### config.mk
export PLATFORM = sky130hd
export DESIGN_NAME = uart_tx_line_arbiter
export DESIGN_NICKNAME = d
export VERILOG_FILES = /design/src/rtl/uart_arb_pkg.sv /design/src/rtl/uart_tx_line_arbiter_rr.sv /design/src/rtl/uart_tx_line_arbiter.sv
export SDC_FILE = /design/constraint.sdc
export NUM_CORES = 1
export LEC_CHECK = 0
export BUFFER_PORTS_ARGS = -buffer_cell sky130_fd_sc_hd__buf_4
export CAP_MARGIN = 15
export CELL_PAD_IN_SITES_DETAIL_PLACEMENT = 1
export CELL_PAD_IN_SITES_GLOBAL_PLACEMENT = 2
export CORE_MARGIN = 5
export CORE_UTILIZATION = 32
export CTS_CLUSTER_DIAMETER = 50
export DETAILED_ROUTE_END_ITERATION = 6
export PLACE_DENSITY = 0.8
export SYNTH_ARGS = -nofsm -noshare
export SYNTH_HDL_FRONTEND = slang
export SYNTH_SLANG_ARGS = --single-unit
### constraint.sdc
create_clock -name clk_in -period 2.1 [get_ports clk_in]
set_input_delay 0.21 -clock clk_in [delete_from_list [all_inputs] [get_ports clk_in]]
set_output_delay 0.21 -clock clk_in [all_outputs]
set_load 0.05 [all_outputs]
### src/rtl/uart_arb_pkg.sv
// uart_arb_pkg: shared types and constants for the UART line arbiter.
// Also provides a one-hot to index helper reused by schedulers.
package uart_arb_pkg;

  typedef enum logic [1:0] {
    IDLE,
    LINE,
    SENT,
    DRAIN
  } arb_state_t;

  localparam logic [7:0] DEFAULT_TERMINATOR = 8'h0A;
  localparam int         MAX_REQ            = 8;

  // Index of the highest set bit; zero for an all-zero vector.
  function automatic logic [2:0] onehot_idx(
    input logic [MAX_REQ-1:0] oh
  );
    logic [2:0] idx;
    idx = '0;
    for (int i = 0; i < MAX_REQ; i++) begin
      if (oh[i]) idx = 3'(i);
    end
    return idx;
  endfunction

endpackage

### src/rtl/uart_tx_line_arbiter_rr.sv
// rr_priority_pick: combinational round-robin selector.
// Ports: i_req request vector, i_last last granted index,
//        o_grant one-hot pick, o_found any request present.
module rr_priority_pick #(
  parameter int N  = 2,
  parameter int IW = $clog2(N)
) (
  input  logic [N-1:0]  i_req,
  input  logic [IW-1:0] i_last,
  output logic [N-1:0]  o_grant,
  output logic          o_found
);

  logic [IW-1:0] w_idx;

  // Scan starts one past the last grant and wraps.
  always_comb begin
    o_grant = '0;
    o_found = 1'b0;
    w_idx   = '0;
    for (int k = 1; k <= N; k++) begin
      w_idx = IW'((int'(i_last) + k) % N);
      if (!o_found && i_req[w_idx]) begin
        o_grant[w_idx] = 1'b1;
        o_found        = 1'b1;
      end
    end
  end

endmodule

### src/rtl/uart_tx_line_arbiter.sv
// uart_tx_line_arbiter: shares one UART transmitter between
// character producers, granting one whole line at a time.
// Ports: clk_in/rst_in clock and async high reset;
//   req_char_in/req_valid_in/req_ready_out producer side;
//   tx_char_out/tx_valid_out/tx_busy_in transmitter side;
//   grant_out one-hot owner; timeout_out forced release pulse.
module uart_tx_line_arbiter
  import uart_arb_pkg::*;
#(
  parameter int         NUM_REQ        = 2,
  parameter logic [7:0] TERMINATOR     = DEFAULT_TERMINATOR,
  parameter int         TIMEOUT_CYCLES = 100_000_000
) (
  input  logic                    clk_in,
  input  logic                    rst_in,
  input  logic [NUM_REQ-1:0][7:0] req_char_in,
  input  logic [NUM_REQ-1:0]      req_valid_in,
  output logic [NUM_REQ-1:0]      req_ready_out,
  output logic [7:0]              tx_char_out,
  output logic                    tx_valid_out,
  input  logic                    tx_busy_in,
  output logic [NUM_REQ-1:0]      grant_out,
  output logic                    timeout_out
);

  localparam int IW = $clog2(NUM_REQ);
  localparam int CW = $clog2(TIMEOUT_CYCLES + 1);

  arb_state_t         r_state;
  logic [NUM_REQ-1:0] r_grant;
  logic [IW-1:0]      r_owner;
  logic [IW-1:0]      r_last;
  logic [CW-1:0]      r_cnt;
  logic [7:0]         r_char;
  logic               r_txv;
  logic [NUM_REQ-1:0] r_rdy;
  logic               r_to;

  logic [NUM_REQ-1:0] w_pick;
  logic               w_found;
  logic [IW-1:0]      w_pick_idx;
  logic               w_own_valid;
  logic [7:0]         w_own_char;
  logic               w_to_hit;

  rr_priority_pick #(
    .N  (NUM_REQ),
    .IW (IW)
  ) u_pick (
    .i_req   (req_valid_in),
    .i_last  (r_last),
    .o_grant (w_pick),
    .o_found (w_found)
  );

  assign w_pick_idx  = IW'(onehot_idx(MAX_REQ'(w_pick)));
  assign w_own_valid = req_valid_in[r_owner];
  assign w_own_char  = req_char_in[r_owner];
  assign w_to_hit    = (r_cnt == CW'(TIMEOUT_CYCLES - 1));

  always_ff @(posedge clk_in or posedge rst_in) begin
    if (rst_in) begin
      r_state <= IDLE;
      r_grant <= '0;
      r_owner <= '0;
      r_last  <= IW'(NUM_REQ - 1);
      r_cnt   <= '0;
      r_char  <= 8'h00;
      r_txv   <= 1'b0;
      r_rdy   <= '0;
      r_to    <= 1'b0;
    end else begin
      r_txv <= 1'b0;
      r_rdy <= '0;
      r_to  <= 1'b0;
      unique case (r_state)
        IDLE: begin
          if (w_found) begin
            r_grant <= w_pick;
            r_owner <= w_pick_idx;
            r_cnt   <= '0;
            r_state <= LINE;
          end
        end
        LINE: begin
          // Timeout takes priority over a late-arriving character.
          if (w_to_hit) begin
            r_to    <= 1'b1;
            r_grant <= '0;
            r_last  <= r_owner;
            r_state <= IDLE;
          end else if (w_own_valid && !tx_busy_in) begin
            r_rdy   <= r_grant;
            r_txv   <= 1'b1;
            r_char  <= w_own_char;
            r_cnt   <= '0;
            r_state <= SENT;
          end else if (r_cnt != {CW{1'b1}}) begin
            r_cnt <= r_cnt + CW'(1);
          end
        end
        // One cycle so the transmitter can raise busy.
        SENT: r_state <= DRAIN;
        DRAIN: begin
          if (!tx_busy_in) begin
            if (r_char == TERMINATOR) begin
              r_grant <= '0;
              r_last  <= r_owner;
              r_state <= IDLE;
            end else begin
              r_state <= LINE;
            end
          end
        end
        default: r_state <= IDLE;
      endcase
    end
  end

  assign req_ready_out = r_rdy;
  assign tx_char_out   = r_char;
  assign tx_valid_out  = r_txv;
  assign grant_out     = r_grant;
  assign timeout_out   = r_to;

endmodule

==> flow_metrics.py <==
metrics = {
    "clock_network": {
        "clock-sinks": 45,
        "cts_max_path_buffers": 2,
        "cts_buffers": 5,
        "clock_tree.root_cell": "clkbuf_8",
        "ctsHtreeMaxLevel": 2,
        "clk_pin_slew_ps": 100,
        "clk_latency_ps": 300,
        "cts_tree": "yes",
    },
    "synth": {
        "synth_xor_area_frac": 0,
        "synthMuxAreaShare": 0.03773,
        "synth_compound_area_frac": 0.2212,
        "synth-adder-area-share": 0.004658,
        "yosys.area_share.simple": 0.2715,
        "netlist_top_cells_area": "dfrtp_1 41%, o31ai_1 8.9%, a21oi_1 4.5%",
        "ys_seq_area_frac": 0.4197,
        "syn_nets": 314,
        "yosys.area.top_type": "dfrtp_1",
        "synthesis.area_sq_um": 2686,
        "synth_seq_cells": 45,
        "synth_cell_types": 52,
        "ys_warn_count": 0,
        "synth_ff_type": "dfrtp_1",
        "syn_inst": 292,
        "syn_avg_cell_area_sq_um": 9.200,
        "synth_top_family_by_area": "simple AND/OR/NAND/NOR gates",
        "synth-edff-count": 0,
        "synthArstFlopShare": 1.000,
        "synth_top_area_frac": 0.4099,
    },
    "timing": {
        "maxSlewViolCount": 0,
        "rsz0062_at_grt": "yes",
        "slew_headroom": 0.6157,
        "fin_hold_ws_ps": 198.3,
        "period_needed_ps": 2074,
        "fin_tns_setup_ps": 0,
        "setup_viol": 0,
        "period_share": 0.9875,
        "finalWorstSetupSlack_ps": 26.21,
        "max_slew.worst_pin.slew_ps": 574.3,
        "hold_viol": 0,
        "skew_ps": 13.47,
        "max_freq_mhz": 482.2,
    },
    "critical_path": {
        "rrSetupSlack_ps": 30,
        "cp-start-kind": "flip-flop",
        "path_class": "flip-flop to flip-flop",
        "slowest_stage": "or4_4",
        "r2r-end": "r_last",
        "cp_cell_sequence": "or4_4 -> nor4_4 -> a31oi_1 -> nor2_1 -> mux2_2",
        "rr_worst_depth": 5,
        "critPathLaunch": "r_cnt[8]",
        "timing.rr.start": "r_cnt[8]",
        "end_kind": "flip-flop",
        "cp.buffers_inverters": 0,
        "cp_max_fo": 3,
        "worstPathArrival_ps": 2310,
        "cp_slowest_stage_delay_ps": 590,
        "cp_data_required_time_ps": 2330,
        "cp_num_cells": 5,
        "path_delay_family": "simple AND/OR/NAND/NOR gates",
        "crit_end": "r_last",
    },
    "finish": {
        "mostFrequentLayoutCell": "buf_4",
        "fin_nets": 402,
        "final_cell_area_sq_um": 3725,
        "final_cell_mix": "92 x buf_4, 42 x dfrtp_1, 30 x nor2_1, 30 x o31ai_1, 24 x a21oi_1",
        "layout-area-overhead-vs-synth_pct": 38.66,
        "n_antenna_cell": 0,
        "drive_gt1_frac": 0.3570,
    },
    "detailed_routing": {
        "drt-total-wl_mm": 8.628,
        "drt_iter0_drc": 147,
        "remaining_drc_errors": 0,
        "wl_per_cell_um": 17.75,
        "ant_nets": 0,
        "num_vias": 2745,
        "viasPerCell": 5.648,
        "dr.pass1.iters": 4,
    },
    "power": {
        "irDropWorstVdd_mv": 0.5741,
        "total_power_mw": 3.750,
        "p_comb_frac": 0.505,
        "clock_power_share": 0.181,
        "p_leak_nw": 1.642,
        "switching_share": 0.4359,
        "seqPwrFrac": 0.315,
        "p_switching_mw": 1.635,
        "p_int_mw": 2.116,
        "power_density_nw_per_um2": 1007,
    },
    "run": {
        "cap_violations": 0,
    },
    "die": {
        "die_w_um": 101.6,
        "fp.dieArea_sq_um": 10330,
        "core_area_sq_um": 8217,
        "die_y_um": 101.6,
        "start_util": 0.3269,
        "pin_count": 35,
        "core.rowCount": 33,
    },
    "status": {
        "run_status": "finished clean",
    },
    "placed_design": {
        "place_ws_ps": -53.91,
        "dp_hpwl_mm": 6.477,
        "dpl_cell_area_sq_um": 3422,
        "gp_congestion": 0.8043,
        "numPortBuffers": 34,
    },
    "global_route": {
        "gr-usage-all-layers": 0.1740,
        "antenna_found_initial": 0,
        "grt_max_degree": 26,
        "overflow": 0,
        "grt_pass1_vias": 2921,
        "grt_pass1_wl_mm": 14.43,
    },
    "hold_path": {
        "min_path_type": "primary input to flip-flop",
    },
}
==> how the worst min path moves through the flow <==
stage / start / end / slack [ps] / depth (start not counted)
floorplan: tx_busy_in / flip-flop / 350 / 2
global placement: rst_in / tx_char_out[1] / 310 / 2
detailed placement: rst_in / tx_char_out[1] / 300 / 2
CTS: req_char_in[0] / tx_char_out[0] / 190 / 3
global route: req_char_in[13] / tx_char_out[5] / 210 / 3
finish: req_valid_in[1] / r_owner / 200 / 3
==> kinds of logic (layout without fill, tap and decap cells) <==
group                      count (synthesis)  after routing
AOI/OAI and AO/OA                         88             88
adders and majority gates                  1              1
buffers and inverters                     24            113
DFF                                       45             45
muxes                                     10             10
and+or+nand+nor                          124            124
==> area by class of cell <==
class / count / area (sq um)
Fill cell: 969 / 4492
Tap cell: 105 / 131.4
Multi-Input combinational cell: 223 / 1526
Inverter: 6 / 22.52
Timing Repair Buffer: 99 / 803.3
Clock inverter: 2 / 38.79
Clock buffer: 6 / 72.57
Sequential cell: 45 / 1130
==> state kept, by name, summed over array words and instances, names as in the netlist, named ones only <==
| name | flops |
|---|---|
| r_state | 1 |
| tx_valid_out | 1 |
| grant_out | 2 |
| r_last | 1 |
| r_owner | 1 |
| tx_char_out | 8 |
| req_ready_out | 2 |
| r_cnt | 27 |
| timeout_out | 1 |
==> worst reg2reg max path, stage by stage, from the launching register on <==
cell and delay, ps:
dfrtp_1 410, or4_4 590, nor4_4 320, a31oi_1 160, nor2_1 180, mux2_2 350
==> synthesized netlist by cell type (all sizes together), types with 2 or more instances <==
cell type	count
nand2b	3
dfrtp	44
a41oi	2
and4	4
or4	5
o211ai	4
and2	2
nand2	18
inv	6
mux2i	9
buf	10
nand4	9
nor2b	4
o21ai	11
nand3	17
a31oi	3
nand3b	3
clkbuf	8
and3	4
o41ai	4
nor2	30
nor4	10
or3	3
nor3	5
or2	2
a21oi	24
o31ai	32
nand4b	2
==> timing repair <==
action	CTS	global route
hold buffers	1	0
setup buffers	1	10
resized for setup	6	14
pin swaps	0	6
hold endpoints to repair	22	0
endpoints found under the setup margin	28	29
==> metrics by stage <==
step | std cells | utilization
2_1_floorplan | 292 | -
3_3_place_gp | 466 | 0.4165
3_5_place_dp | 466 | 0.4165
4_1_cts | 476 | 0.4367
5_1_grt | 486 | 0.4533
6_report | 486 | 0.4533
==> power by group through the flow <==
| stage | clock network [mW] | registers (mW) | logic, mW |
|---|---|---|---|
| floorplan | 0 | 1.56 | 0.770 |
| global placement | 0 | 1.19 | 1.80 |
| detailed placement | 0 | 1.19 | 1.83 |
| CTS | 0.701 | 1.18 | 1.85 |
| global route | 0.721 | 1.21 | 2.07 |
| finish | 0.677 | 1.18 | 1.89 |
==> per-layer routing <==
| metal | vias up | GRT usage | wire length, um |
|---|---|---|---|
| li1 | 1295 | - | - |
| met1 | 1376 | 0.2261 | 3862 |
| met2 | 66 | 0.3048 | 4321 |
| met3 | 8 | 0.03306 | 398 |
| met4 | 0 | 0.02965 | 45 |
| met5 | - | 0 | 0 |
No activity file was read; power rests on OpenSTA's default activity.
